### config.mk
export PLATFORM = sky130hd
export DESIGN_NAME = fetch_unit
export DESIGN_NICKNAME = d
export VERILOG_FILES = /design/src/rtl/fetch_pkg.sv /design/src/rtl/fetch_unit_instr_queue.sv /design/src/rtl/fetch_unit.sv
export SDC_FILE = /design/constraint.sdc
export NUM_CORES = 1
export LEC_CHECK = 0
export ABC_AREA = 1
export BUFFER_PORTS_ARGS = -buffer_cell sky130_fd_sc_hd__buf_2
export CORE_MARGIN = 2
export CORE_UTILIZATION = 30
export CTS_CLUSTER_DIAMETER = 80
export CTS_CLUSTER_SIZE = 25
export DETAILED_ROUTE_END_ITERATION = 10
export PLACE_DENSITY = 0.6
export SLEW_MARGIN = 20
export SYNTH_ARGS = -nofsm -noshare
export SYNTH_HDL_FRONTEND = slang
export SYNTH_SLANG_ARGS = --single-unit
### constraint.sdc
create_clock -name clk -period 2.6 [get_ports clk]
set_input_delay 0.13 -clock clk [delete_from_list [all_inputs] [get_ports clk]]
set_output_delay 0.13 -clock clk [all_outputs]
set_load 0.02 [all_outputs]
### src/rtl/fetch_pkg.sv
// Shared types and defaults for the instruction fetch stage: widths, reset PC,
// fetch FSM encoding and the queue entry layout.
package fetch_pkg;

    localparam int ADDR_W  = 12;
    localparam int DATA_W  = 48;
    localparam int INSTR_W = 24;
    localparam int DEF_DEPTH = 4;
    localparam logic [ADDR_W-1:0] DEF_RESET_PC = 12'h800;

    typedef enum logic [1:0] {
        HOLD  = 2'd0,
        FETCH = 2'd1,
        DRAIN = 2'd2
    } fetch_state_e;

    typedef struct packed {
        logic [INSTR_W-1:0] instr;
        logic [ADDR_W-1:0]  pc;
    } qentry_t;

    // First PC of the memory word after the one holding pc.
    function automatic logic [ADDR_W-1:0] next_word_pc(input logic [ADDR_W-1:0] pc);
        return (pc | {{(ADDR_W-1){1'b0}}, 1'b1}) + {{(ADDR_W-1){1'b0}}, 1'b1};
    endfunction

endpackage

### src/rtl/fetch_unit_instr_queue.sv
// Instruction FIFO kept as a shift register with entry 0 at the head; accepts
// up to two pushes and one pop per cycle and presents a registered head.
module instr_queue
    import fetch_pkg::*;
#(
    parameter int DEPTH = DEF_DEPTH,
    parameter int CW    = $clog2(DEPTH + 1)
) (
    input  logic          clk,
    input  logic          reset,
    input  logic          flush,
    input  logic [1:0]    push_cnt,
    input  qentry_t       push0,
    input  qentry_t       push1,
    input  logic          pop,
    output logic [CW-1:0] count,
    output logic          head_valid,
    output qentry_t       head
);

    qentry_t       ent_r [DEPTH];
    qentry_t       ent_s [DEPTH];
    qentry_t       sh_s  [DEPTH];
    qentry_t       head_r;
    logic          valid_r;
    logic [CW-1:0] cnt_r;
    logic [CW-1:0] cnt_s;
    logic [CW-1:0] base_s;
    logic [CW:0]   sum_s;

    // Next queue contents: optional pop (shift down), then pushes appended at the tail.
    always_comb begin
        sh_s   = ent_r;
        base_s = cnt_r;
        if (!flush && pop && (cnt_r != '0)) begin
            for (int i = 0; i < DEPTH - 1; i++) begin
                sh_s[i] = ent_r[i + 1];
            end
            base_s = cnt_r - CW'(1);
        end else begin
            base_s = cnt_r;
        end
        for (int i = 0; i < DEPTH; i++) begin
            if (!flush && (push_cnt != 2'd0) && (i == int'(base_s))) begin
                ent_s[i] = push0;
            end else if (!flush && (push_cnt == 2'd2) && (i == int'(base_s) + 1)) begin
                ent_s[i] = push1;
            end else begin
                ent_s[i] = sh_s[i];
            end
        end
        sum_s = {1'b0, base_s} + {{(CW - 1){1'b0}}, push_cnt};
        if (flush) begin
            cnt_s = '0;
        end else if (sum_s > (CW + 1)'(DEPTH)) begin
            cnt_s = CW'(DEPTH);
        end else begin
            cnt_s = sum_s[CW-1:0];
        end
    end

    // Storage, occupancy and head register; the head keeps its last value when empty.
    always_ff @(posedge clk) begin
        if (!reset) begin
            for (int i = 0; i < DEPTH; i++) begin
                ent_r[i] <= '0;
            end
            cnt_r   <= '0;
            valid_r <= 1'b0;
            head_r  <= '0;
        end else begin
            ent_r   <= ent_s;
            cnt_r   <= cnt_s;
            valid_r <= (cnt_s != '0);
            if (cnt_s != '0) begin
                head_r <= ent_s[0];
            end else begin
                head_r <= head_r;
            end
        end
    end

    assign count      = cnt_r;
    assign head_valid = valid_r;
    assign head       = head_r;

endmodule

### src/rtl/fetch_unit.sv
// Instruction fetch stage: owns the PC, requests 48-bit words from memory, splits
// them into two instructions and queues them for the core; redirects flush and restart.
module fetch_unit
    import fetch_pkg::*;
#(
    parameter logic [ADDR_W-1:0] RESET_PC = DEF_RESET_PC,
    parameter int                DEPTH    = DEF_DEPTH
) (
    input  logic               clk,
    input  logic               reset,
    output logic               mem_req,
    output logic [ADDR_W-1:0]  mem_adr,
    input  logic               mem_ack,
    input  logic [DATA_W-1:0]  memdata,
    input  logic               redirect,
    input  logic [ADDR_W-1:0]  redirect_pc,
    output logic               instr_valid,
    output logic [INSTR_W-1:0] instr,
    output logic [ADDR_W-1:0]  instr_pc,
    input  logic               instr_ready
);

    localparam int CW = $clog2(DEPTH + 1);

    fetch_state_e      state_r;
    fetch_state_e      state_s;
    logic [ADDR_W-1:0] fetch_pc_r;
    logic [ADDR_W-1:0] fetch_pc_s;
    logic [ADDR_W-1:0] pend_pc_r;
    logic [ADDR_W-1:0] pend_pc_s;
    logic              mem_req_r;
    logic [ADDR_W-1:0] mem_adr_r;
    logic              flush_s;
    logic              pop_s;
    logic [1:0]        push_cnt_s;
    qentry_t           push0_s;
    qentry_t           push1_s;
    qentry_t           even_s;
    qentry_t           odd_s;
    qentry_t           head_s;
    logic              head_valid_s;
    logic [CW-1:0]     count_s;
    logic [CW:0]       post_s;

    // Fetch FSM next state, PC update and queue push/pop/flush control.
    always_comb begin
        state_s    = state_r;
        fetch_pc_s = fetch_pc_r;
        pend_pc_s  = pend_pc_r;
        flush_s    = 1'b0;
        push_cnt_s = 2'd0;
        push0_s    = '0;
        push1_s    = '0;
        even_s     = '{instr: memdata[DATA_W-1:INSTR_W], pc: fetch_pc_r};
        odd_s      = '{instr: memdata[INSTR_W-1:0], pc: fetch_pc_r | {{(ADDR_W-1){1'b0}}, 1'b1}};
        pop_s      = head_valid_s && instr_ready && !redirect;
        post_s     = {1'b0, count_s};
        if (redirect) begin
            // Redirect wins over everything; an unanswered request must be drained first.
            flush_s    = 1'b1;
            fetch_pc_s = redirect_pc;
            pend_pc_s  = redirect_pc;
            case (state_r)
                HOLD:    state_s = FETCH;
                FETCH:   state_s = mem_ack ? FETCH : DRAIN;
                DRAIN:   state_s = mem_ack ? FETCH : DRAIN;
                default: state_s = HOLD;
            endcase
        end else begin
            case (state_r)
                HOLD: begin
                    state_s = (count_s <= CW'(DEPTH - 2)) ? FETCH : HOLD;
                end
                FETCH: begin
                    if (mem_ack) begin
                        if (fetch_pc_r[0]) begin
                            push_cnt_s = 2'd1;
                            push0_s    = odd_s;
                        end else begin
                            push_cnt_s = 2'd2;
                            push0_s    = even_s;
                            push1_s    = odd_s;
                        end
                        fetch_pc_s = next_word_pc(fetch_pc_r);
                        post_s     = {1'b0, count_s} - {{CW{1'b0}}, pop_s}
                                     + {{(CW - 1){1'b0}}, push_cnt_s};
                        state_s    = (post_s <= (CW + 1)'(DEPTH - 2)) ? FETCH : HOLD;
                    end else begin
                        state_s = FETCH;
                    end
                end
                DRAIN: begin
                    if (mem_ack) begin
                        fetch_pc_s = pend_pc_r;
                        state_s    = FETCH;
                    end else begin
                        state_s = DRAIN;
                    end
                end
                default: state_s = HOLD;
            endcase
        end
    end

    // State, PC and memory request registers; mem_adr is frozen while draining.
    always_ff @(posedge clk) begin
        if (!reset) begin
            state_r    <= HOLD;
            fetch_pc_r <= RESET_PC;
            pend_pc_r  <= RESET_PC;
            mem_req_r  <= 1'b0;
            mem_adr_r  <= RESET_PC >> 1;
        end else begin
            state_r    <= state_s;
            fetch_pc_r <= fetch_pc_s;
            pend_pc_r  <= pend_pc_s;
            mem_req_r  <= (state_s != HOLD);
            if (state_s == DRAIN) begin
                mem_adr_r <= mem_adr_r;
            end else begin
                mem_adr_r <= fetch_pc_s >> 1;
            end
        end
    end

    instr_queue #(
        .DEPTH (DEPTH),
        .CW    (CW)
    ) u_queue (
        .clk        (clk),
        .reset      (reset),
        .flush      (flush_s),
        .push_cnt   (push_cnt_s),
        .push0      (push0_s),
        .push1      (push1_s),
        .pop        (pop_s),
        .count      (count_s),
        .head_valid (head_valid_s),
        .head       (head_s)
    );

    assign mem_req     = mem_req_r;
    assign mem_adr     = mem_adr_r;
    assign instr_valid = head_valid_s;
    assign instr       = head_s.instr;
    assign instr_pc    = head_s.pc;

endmodule

* Word level (Yosys, flattened, before mapping)
Index checks and enable logic that the tools add are counted.
Operators by class: order comparisons 3, muxes and demuxes 39, reductions and logical operators 29, equality and inequality tests 12, add/subtract/negate cells 6
Operators with widths (count):
- 2-to-1 mux 36 bit | 16
- 2-to-1 mux 108 bit | 1
- == test 3 x 32 -> 1 bit, first input constant | 2
- 2-to-1 mux 12 bit | 3
- == test 2 x 32 -> 1 bit, first input constant | 1
- logical NOT 32 bit | 1
- case mux 12 bit (2 select lines) | 1
- 2-to-1 mux 2 bit | 9
- nonzero test 3 bit | 5
- logical AND 1 bit | 14
- adder 12 x 1 -> 12 bit, second input constant | 1
- 2-to-1 mux 3 bit | 3
- == test 2 bit, second input constant | 3
- == test 3 bit, first input constant | 2
- != test 3 bit, second input constant | 2
- case mux 2 bit (3 select lines) | 1
- nonzero test 2 bit | 3
- adder 3 x 1 -> 4 bit, second input constant | 1
- adder 3 x 2 -> 4 bit | 1
- adder 4 x 2 -> 4 bit | 1
- > comparator 4 x 3 -> 1 bit, second input constant | 1
- <= comparator 4 x 2 -> 1 bit, second input constant | 1
- 2-to-1 mux 1 bit | 4
- case mux 2 bit (2 select lines) | 1
- other kinds (10) | 11
Storage, ports and cells: register bits after elaboration 222, output and inout bits 50, word-level logic and storage cells 107

* Logic depth before layout (Yosys ltp)
Gate-level depths: netlist of the first run.
depth after elaboration 12, mapped depth 20

* By module
A second synthesis of the first run with hierarchy kept.
Unflattened totals: cells, all modules 2263, area, all modules 13576.8 um^2
Modules (own cells, without submodules):
- instr_queue | cells an instance 1773, area an instance 10710.3 um^2, times used 1
- fetch_unit | cells an instance 490, area an instance 2866.5 um^2, times used 1

* Worst setup path before layout of the first run
OpenSTA, ideal clock, no wires.
path type register to register, start register u_queue.valid_r, in the netlist u_queue.head_valid, end register mem_adr_r[0], in the netlist mem_adr[0], library setup time 0.116 ns, clock period less this slack 2.883 ns, cell stages (with the launch flop) 20, arrival time 2.768 ns, path slack -0.283 ns, path through dfxtp_1 nand2_1 nor2_8 ha_1 inv_1 ha_1 inv_1 fa_1 o21ai_0 nor2_1 nand3_1 nand2_1 nand2_1 nand2_1 nand3_1 nand2_1 clkbuf_1 nand2_1 o21ai_0 inv_1
On the way: word-level cells in the longest chain between the ends 10
Ends and longest elaborated chain:
- from (decl) | line fetch_unit_instr_queue.sv:25 | logic valid_r;
- from (signal assigned) | line fetch_unit_instr_queue.sv:74 | valid_r <= (cnt_s != '0);
- logical AND 1 bit (2 in a row) | line fetch_unit.sv:56 | pop_s = head_valid_s && instr_ready && !redirect;
- subtractor 3 x 1 -> 4 bit | line fetch_unit.sv:85 | post_s = {1'b0, count_s} - {{CW{1'b0}}, pop_s}
- adder 4 x 2 -> 4 bit | line fetch_unit.sv:86 | + {{(CW - 1){1'b0}}, push_cnt_s};
- <= comparator 4 x 2 -> 1 bit | line fetch_unit.sv:87 | state_s = (post_s <= (CW + 1)'(DEPTH - 2)) ? FETCH : HOLD;
- 2-to-1 mux 1 bit | line fetch_unit.sv:87
- 2-to-1 mux 1 bit | line fetch_unit.sv:75 | if (mem_ack) begin
- case mux 2 bit (3 select lines) | line fetch_unit.sv:70 | case (state_r)
- 2-to-1 mux 2 bit | line fetch_unit.sv:58 | if (redirect) begin
- == test 2 bit | line fetch_unit.sv:118 | if (state_s == DRAIN) begin
- to (signal assigned) | line fetch_unit.sv:112 | mem_adr_r <= RESET_PC >> 1;
- to (signal assigned) | line fetch_unit.sv:119 | mem_adr_r <= mem_adr_r;
- to (signal assigned) | line fetch_unit.sv:121 | mem_adr_r <= fetch_pc_s >> 1;
- to (decl) | line fetch_unit.sv:32 | logic [ADDR_W-1:0] mem_adr_r;
No other way between the ends. A chain may end at the register's enable or synchronous reset.

* Final worst setup path of the first run
start register u_queue.cnt_r[0], in the netlist u_queue.count[0], end register u_queue.head_r (netlist bit u_queue.head[11])
On the way: word-level cells in the longest chain between the ends 8
Ends and longest elaborated chain:
- from (decl) | line fetch_unit_instr_queue.sv:26 | logic [CW-1:0] cnt_r;
- from (signal assigned) | line fetch_unit_instr_queue.sv:73 | cnt_r <= cnt_s;
- branches (longest 8 deep; another with adder 3 x 2 -> 4 bit)
- to (signal assigned) | line fetch_unit_instr_queue.sv:76 | head_r <= ent_s[0];
- to (signal assigned) | line fetch_unit_instr_queue.sv:78 | head_r <= head_r;
- to (decl) | line fetch_unit_instr_queue.sv:24 | qentry_t head_r;
Several ways; the timed one is not identified. The select of a mux whose other input is x is not followed.

==> impl_metrics.yaml, run 1 <==
outcome:
  outcome: "finished, violations left"
  violations: "setup timing"
worst_setup_path:
  cp.depth: 18
  max_stage_delay_ps: 530
  path_buf_inv: 7
  cpMostUsedCell: "nand2_4"
  worst_setup_path_start_kind: "register"
  crit_slowest_cell: "fa_2"
  arrival_ps: 3100
  critical_path_class: "register to register"
  reg2reg_depth: 18
  cp_top_family: "adder cells"
  worstSetupEndpointType: "register"
  required_ps: 3050
  crit_chain: "inv_4, ha_4, nand2_4, nand2_4, nand2_2, nand2_4, ha_4, inv_1, fa_2, inv_2, buf_6, o21ai_4, buf_6, nand2_8, clkbuf_16, nand3_2, nand3_1, inv_1"
  critPathMaxFanout: 6
synth:
  syn_area_um2: 12800
  synth-xor-area-share: 0.0006844
  ys_warn_count: 0
  synthMuxAreaShare: 0.003911
  synth_nets: 2121
  synth_area_per_cell_um2: 6.282
  ys_seq_elements: 222
  synth_top_area_frac: 0.3473
  synthCells: 2037
  synth_adder_area_share: 0.01975
  synth.top_cells.by_area: "dfxtp_1 (35%), nand2_1 (17%), inv_1 (8.8%)"
  synth-simple-area-share: 0.3402
  synth_compound_area_frac: 0.1486
  synth_top_cell_by_area: "dfxtp_1"
  ys_types: 41
  synth_top_family_by_area: "simple AND/OR/NAND/NOR gates"
  seq_area_frac_synth: 0.3473
clock_network:
  cts_tree: "done"
  numCtsBuffers: 14
  root_buffer: "clkbuf_16"
  htreeDepth: 1
  clock-sinks: 222
  clkLatencyLatePin_ps: 510
  clkTransAtPathRegs_ps: 110
  cts.path.max_buffers: 3
power_and_ir_drop:
  irDropWorstVdd_mv: 0.3757
  p_leak_uw: 0.007860
  power_uw: 7310
  power_density_nw_per_um2: 463.6
final_layout:
  final_cell_count_no_fill: 2707
  final_nets: 2244
  seq_area_um2: 4451
  layout_common_cells: "nand2_1 (556), inv_1 (291), dfxtp_1 (217), o21ai_0 (160), a21oi_1 (140)"
  fill_cells: 4482
  syn2layout_area_growth_pct: 23.22
  drive_above_1_share: 0.1647
  mostFrequentLayoutCell: "nand2_1"
  multi_input_area_um2: 7027
hold_path:
  min-delay-path-class: "primary input to register"
  min_path_cells: 3
global_routing:
  grt_overflow: 0
  grt.total_usage: 0.1895
  grt_pass1_vias: 12860
  grt_max_degree: 141
  grt_pass1_wl_um: 68050
  antenna_found_initial: 1
die:
  initial_utilization: 0.3044
  core_um2: 42040
  fp.dieH_um: 210.5
  die_w_um: 210.5
  dieArea_um2: 44330
  num_io_pins: 115
  rows: 75
detailed_routing:
  vias: 13820
  finalWirelength_um: 45350
  drc: 0
  drtPass1Iterations: 5
  wire_per_inst_um: 16.75
  ant_nets: 0
  viasPerCell: 5.107
  drt_iter0_markers: 1185
timing:
  rsz0062_at_grt: "yes"
  finalCriticalPeriod_ps: 2648
  slew_headroom: 0.5276
  fmax_ghz: 0.3776
  fin_crit_sh: 1.019
  tns_ps: -733.4
  hold_viol_final: 0
  slew_viol_final: 0
  tightest_slew_ps: 708.7
  hold_ws_ps: 21.25
  finalSetupViolCount: 30
  setup_slack_ps: -48.50
  clock_skew_ps: 21.27
place:
  place_ws_ps: -111.0
  gp_congestion: 0.9284
  hpwlAfterDp_um: 29700
  place_inst: 2637
  numPortBuffers: 113
run:
  drv_cap: 0
-- power by group --
| group | switching, uW | leakage, uW | total (uW) | internal [uW] |
|---|---|---|---|---|
| Clock | 1360 | 0.000235 | 2550 | 1200 |
| Sequential | 92.9 | 0.00180 | 3620 | 3530 |
| Combinational | 721 | 0.00582 | 1140 | 417 |
| Total | 2170 | 0.00786 | 7310 | 5140 |
-- kinds of logic (layout without fill, tap and decap cells) --
family / Yosys count / count (layout)
simple gates: 988 / 989
buf+inv: 446 / 575
compound gates: 355 / 355
flops: 222 / 222
fa+ha+maj: 19 / 19
mux: 5 / 5
other cells: 1 / 2
xor+xnor: 1 / 1
-- through the flow --
step,instance area [um^2],utilization
detailed placement,14310,0.3404
floorplan,12900,-
finish,15770,0.3751
global placement,14310,0.3404
CTS,15090,0.3589
global route,15770,0.3750
-- synth_stat cells, drive strengths merged --
cell type and number:
a221oi 4, nand2 582, nand4 63, nor3 2, clkbuf 69, ha 17
o311ai 1, fa 2, o21bai 1, nand3b 36, nand3 174, o211ai 33
a31oi 2, dfxtp 222, clkinv 1, mux2i 5, conb 1, a21o 1
o31ai 1, inv 309, a22o 1, nor2 131, a21oi 141, o21ai 170
xor2 1, buf 67
-- metal layers --
metal | routed length, um | global-route usage | up-vias
li1 | - | - | 6721
met1 | 19190 | 0.2370 | 6509
met2 | 21500 | 0.3345 | 517
met3 | 3285 | 0.02920 | 77
met4 | 1376 | 0.05780 | 0
met5 | 0 | 0 | -
-- final timing paths --
check,from,endpoint,slack [ps]
worst max register to register,u_queue.count[0]$_SDFF_PN0_,u_queue.head[11]$_SDFFE_PN0P_,-50
worst min register to register,pend_pc_r[11]$_SDFFE_PN1P_,pend_pc_r[11]$_SDFFE_PN1P_,460
worst min-delay path,memdata[17],u_queue.ent_r[101]$_SDFFE_PN0P_,20
worst max-delay path,u_queue.count[0]$_SDFF_PN0_,u_queue.head[11]$_SDFFE_PN0P_,-50
-- timing repair --
action | CTS | global route
buffers inserted | 2 | 8
pin swaps | 1 | 38
gates cloned | 0 | 11
endpoints found under the hold margin | 38 | 0
hold buffers | 25 | 0
setup endpoints to repair | 95 | 140
gates resized for setup | 12 | 95
-- state kept, by name, indices dropped and copies added, names as in the netlist --
name / cells
mem_req: 1
u_queue.ent_r: 144
mem_adr: 11
state_r: 2
pend_pc_r: 12
u_queue.count: 3
fetch_pc_r: 12
u_queue.head_valid: 1
u_queue.head: 36
-- final cells by class --
class,count,share of cell area
antenna,1,0.0001587
clock buffer,15,0.02380
clock inverter,8,0.005872
inverter,310,0.07466
multi-input combinational,1370,0.4456
sequential,222,0.2822
tap,539,0.04277
timing repair buffer,241,0.1246
timing repair inverter,1,0.0003174
-- worst reg2reg max path, stage by stage (launching register included) --
cell and delay [ps]:
dfxtp_2 340, inv_4 90, ha_4 150, nand2_4 70
nand2_4 100, nand2_2 70, nand2_4 80, ha_4 130
inv_1 50, fa_2 530, inv_2 50, buf_6 110
o21ai_4 160, buf_6 170, nand2_8 120, clkbuf_16 190
nand3_2 70, nand3_1 80, inv_1 70
No activity file was read; power rests on OpenSTA's default activity.
==> run 2, diff against run 1 <==
Settings changed: HOLD_SLACK_MARGIN set to 0.08, PLACE_DENSITY 0.6 to 0.55.
Clock period 2.6 ns to 3.1 ns, I/O delays scaled along.
==> impl_metrics.yaml, run 2 (synthesis gave the netlist of run 1 again) <==
global_routing:
  grt_max_degree: 63
  grt.busiest_layer: "met2"
  use_met1: 0.2517
  grt_pass1_vias: 12760
  grt_overflow: 0
  antenna_found_initial: 3
  grt_util_met2: 0.3456
  grt_pass1_wl_um: 69780
  met3_usage: 0.03039
  grt.total_usage: 0.1973
timing:
  setup_slack_ps: 219.0
  slew_headroom: 0.4140
  clock_skew_ps: 42.83
  slew_viol_final: 0
  hold_ws_ps: 91.00
  finalSetupViolCount: 0
  tightest_slew_ps: 869.8
  fmax_ghz: 0.3471
  finalCriticalPeriod_ps: 2881
  tns_ps: 0
  hold_viol_final: 0
  fin_crit_sh: 0.9293
clock_network:
  numCtsBuffers: 16
  htreeDepth: 1
  cts.path.max_buffers: 3
  cts_tree: "done"
  clkLatencyLatePin_ps: 540
  root_buffer: "clkbuf_16"
  clock-sinks: 222
  clkTransAtPathRegs_ps: 80
  postCtsSetupBuffers: 0
detailed_routing:
  viasPerCell: 5.000
  drt_iter0_markers: 950
  ant_nets: 0
  wire_per_inst_um: 16.68
  drtPass1Iterations: 7
  vias: 13310
  drc: 0
  finalWirelength_um: 44420
die:
  rows: 75
  fp.dieH_um: 210.5
  core_um2: 42040
  initial_utilization: 0.3044
  num_io_pins: 115
  dieArea_um2: 44330
  die_w_um: 210.5
final_layout:
  final_nets: 2196
  layout_common_cells: "nand2_1 (568), inv_1 (299), dfxtp_1 (222), nand3_1 (169), o21ai_0 (167)"
  drive_above_1_share: 0.1094
  mostFrequentLayoutCell: "nand2_1"
  fill_cells: 4595
  regMostFlops: "u_queue.ent_r"
  largest_reg_flops: 144
  syn2layout_area_growth_pct: 14.85
power_and_ir_drop:
  sw_frac_of_total: 0.2962
  p_seq_frac: 0.497
  pwr-share-clk: 0.365
  irDropWorstVdd_mv: 0.2897
  power.internal_uw: 4298
  p_leak_uw: 0.007418
  p_comb_frac: 0.138
  p_sw_uw: 1809
  power_density_nw_per_um2: 415.5
worst_setup_path:
  critPathMaxFanout: 37
  crit_chain: "inv_2, ha_1, nand2_2, nand3_1, nand2_2, ha_2, inv_1, fa_1, inv_1, nor2_1, nand2_1, nand2_1, nand2_2, nand2_2, buf_12, nand3_1, nand2_1, inv_1"
  worstSetupEndpointType: "register"
  required_ps: 3500
  max_stage_delay_ps: 530
  cp_top_family: "simple AND/OR/NAND/NOR gates"
  cpMostUsedCell: "nand2_2"
  crit_slowest_cell: "fa_1"
  worst_setup_path_start_kind: "register"
  critical_path_class: "register to register"
  path_buf_inv: 5
  arrival_ps: 3280
place:
  gp_congestion: 0.9068
  numPortBuffers: 113
  place_ws_ps: 157.0
  hpwlAfterDp_um: 30430
run:
  drv_cap: 0
hold_path:
  min-delay-path-class: "primary input to register"
outcome:
  outcome: "finished clean"
[run 2: changes by cell type in the layout (fill, tap and decap cells not counted), sizes merged]
cell | before | now
inv | 312 | 310
dlygate4sd3 | 25 | 30
buf | 208 | 163
nand2 | 583 | 582
diode | 1 | 2
clkbuf | 23 | 20
clkinv | 4 | 5
bufinv | 1 | 0
[run 2: power groups by stage]
stage          clock (uW)  sequential, uW  combinational, uW
6_report             2230            3040                840
5_1_grt              2400            3050                934
4_1_cts              2290            3040                837
3_5_place_dp            0            3100                805
3_3_place_gp            0            3100                796
2_1_floorplan           0            3120                464
[run 2: worst paths after layout]
check / slack, ps / cells past startpoint / end / start
worst max-delay path: 220 / 18 / u_queue.head[22]$_SDFFE_PN0P_ / u_queue.count[0]$_SDFF_PN0_
worst min-delay path: 90 / 3 / u_queue.ent_r[94]$_SDFFE_PN0P_ / memdata[10]
worst max register to register: 220 / 18 / u_queue.head[22]$_SDFFE_PN0P_ / u_queue.count[0]$_SDFF_PN0_
worst min register to register: 460 / 2 / pend_pc_r[11]$_SDFFE_PN1P_ / pend_pc_r[11]$_SDFFE_PN1P_
[run 2: metrics by stage]
step             util  total power [uW]  instances  area [um^2]
6_report       0.3496              6107       2662        14700
2_1_floorplan       -              3589       2037        12800
4_1_cts        0.3486              6164       2660        14660
3_5_place_dp   0.3292              3907       2603        13840
3_3_place_gp   0.3292              3899       2603        13840
5_1_grt        0.3496              6389       2661        14700
[run 2: routing by layer]
metal | share of wire | vias up
li1 | - | 6628
met1 | 0.44 | 6180
met2 | 0.48 | 434
met3 | 0.058 | 67
met4 | 0.028 | 2
met5 | 0.00029 | -
[run 2: repair_timing]
item / CTS / global route
setup endpoints to repair: 0 / 59
hold endpoints to repair: 50 / 0
hold buffers: 30 / 0
resized for setup: 0 / 12
[run 2: tightest hold or removal path, cell delays in order]
cell and delay (ps):
buf_2 90, o211ai_1 130, a21oi_1 170
[run 2: area by class of cell]
class	instances	area (um^2)	share of cell area
Tap cell	539	674.4	0.04588
Sequential cell	222	4444	0.3024
Clock inverter	7	70.07	0.004767
Inverter	310	1169	0.07951
Clock buffer	20	446.7	0.03039
Multi-Input combinational cell	1369	6593	0.4485
Antenna cell	2	5.005	0.0003405
Timing Repair Buffer	193	1296	0.08819
==> run 3, diff against run 2 <==
Settings changed: CORE_MARGIN 2 to 5.
==> impl_metrics.yaml, run 3 (synthesis gave the netlist of run 1 again) <==
place:
  numPortBuffers: 113
  place_inst: 2610
  gp_congestion: 0.9023
  place_ws_ps: 41.65
  dpl_cell_area_um2: 13890
  hpwlAfterDp_um: 30720
worst_setup_path:
  required_ps: 3520
  critical_path_class: "register to register"
  reg2reg_depth: 18
  critPathLaunch: "u_queue.count[0]$_SDFF_PN0_"
  worstSetupEndpointType: "register"
  arrival_ps: 3330
  reg2reg_to: "u_queue.head[16]$_SDFFE_PN0P_"
  rrSetupSlack_ps: 190
  timing.rr.start: "u_queue.count[0]$_SDFF_PN0_"
  worst_setup_path_start_kind: "register"
  endpoint: "u_queue.head[16]$_SDFFE_PN0P_"
  critPathMaxFanout: 15
outcome:
  outcome: "finished clean"
detailed_routing:
  drt_iter0_markers: 1088
  ant_nets: 0
  wirelength_met1_um: 19280
  viasPerCell: 5.042
  drc: 0
  vias: 13490
  finalWirelength_um: 44630
  drtPass1Iterations: 8
  route.met3.wl_um: 2756
  wire_per_inst_um: 16.69
  met2_length_um: 21160
  routed.top_layer: "met5"
die:
  num_io_pins: 115
  initial_utilization: 0.3044
  core_um2: 42040
  die_w_um: 216.5
  dieArea_um2: 46890
  fp.dieH_um: 216.5
  rows: 75
timing:
  finalCriticalPeriod_ps: 2905
  finalSetupViolCount: 0
  fmax_ghz: 0.3442
  clock_skew_ps: 17.88
  hold_viol_final: 0
  tns_ps: 0
  tightest_slew_ps: 974.3
  fin_crit_sh: 0.9372
  hold_ws_ps: 91.98
  setup_slack_ps: 194.5
  slew_headroom: 0.3505
  slew_viol_final: 0
global_routing:
  grt_max_degree: 142
  grt_pass1_vias: 12830
  antenna_found_initial: 3
  grt_overflow: 0
  grt.total_usage: 0.1803
  grt_pass1_wl_um: 69400
final_layout:
  drive_above_1_share: 0.1148
  design_area_um2: 14900
  mostFrequentLayoutCell: "nand2_1"
  largest_reg_flops: 144
  layout_common_cells: "nand2_1 (566), inv_1 (297), dfxtp_1 (222), nand3_1 (169), o21ai_0 (167)"
  multi_input_area_um2: 6609
  final_cell_count_no_fill: 2675
  regMostFlops: "u_queue.ent_r"
  syn2layout_area_growth_pct: 16.43
  final_nets: 2208
  fill_cells: 4601
  seq_area_um2: 4444
clock_network:
  root_buffer: "clkbuf_16"
  clock-sinks: 222
  clkLatencyLatePin_ps: 520
  numCtsBuffers: 16
  clkTransAtPathRegs_ps: 100
  cts.path.max_buffers: 3
  htreeDepth: 1
  cts_tree: "done"
power_and_ir_drop:
  power_density_nw_per_um2: 422.1
  irDropWorstVdd_mv: 0.3120
  p_leak_uw: 0.007536
hold_path:
  min-delay-path-class: "primary input to register"
run:
  drv_cap: 0
-- run 3: routing by layer --
metal,vias to the layer above,track usage
li1,6663,-
met1,6254,0.2351
met2,484,0.3101
met3,84,0.02554
met4,2,0.05491
met5,-,0
-- run 3: worst min path at each step --
stage / from / end / slack, ps / cells past startpoint
after global placement: redirect_pc[11] / pend_pc_r[11]$_SDFFE_PN1P_ / 420 / 3
after CTS: memdata[14] / u_queue.ent_r[98]$_SDFFE_PN0P_ / 90 / 3
after global routing: memdata[14] / u_queue.ent_r[98]$_SDFFE_PN0P_ / 90 / 3
after floorplan: redirect_pc[11] / pend_pc_r[11]$_SDFFE_PN1P_ / 280 / 2
final: memdata[12] / u_queue.ent_r[96]$_SDFFE_PN0P_ / 90 / 3
after detailed placement: redirect_pc[11] / pend_pc_r[11]$_SDFFE_PN1P_ / 410 / 3
-- run 3: where the power goes --
part	internal, uW	switching [uW]	total (uW)
combinational	292	563	855
sequential	2960	80.6	3040
clock	1170	1230	2400
-- run 3: final cells by class --
| cell class | instances | share of cell area |
|---|---|---|
| Clock buffer | 18 | 0.02948 |
| Timing Repair Buffer | 205 | 0.09615 |
| Tap cell | 539 | 0.04526 |
| Inverter | 310 | 0.07852 |
| Sequential cell | 222 | 0.2983 |
| Antenna cell | 2 | 0.0003359 |
| Multi-Input combinational cell | 1369 | 0.4436 |
| Clock inverter | 10 | 0.008398 |
-- run 3: critical path: stages (launching register included) --
cell	delay [ps]
dfxtp_1	370
inv_2	80
ha_1	220
nand2_2	130
nand3_1	110
nand2_2	100
ha_1	170
inv_1	60
fa_1	540
inv_1	70
nor2_1	100
nand2_1	60
nand2_1	110
nand2_4	110
nand2_8	150
buf_12	160
nand3_1	130
nand2_1	80
inv_1	40
-- run 3: what timing repair did --
action,in CTS,in global routing
resized for setup,0,22
hold buffers,33,0
endpoints found under the setup margin,0,120
buffers inserted,0,1
hold endpoints to repair,51,0
-- run 3: stage by stage --
step | total power, uW | util
floorplan | 3589 | -
global placement | 3898 | 0.3304
detailed placement | 3905 | 0.3304
CTS | 6343 | 0.3517
global route | 6560 | 0.3544
finish | 6289 | 0.3544
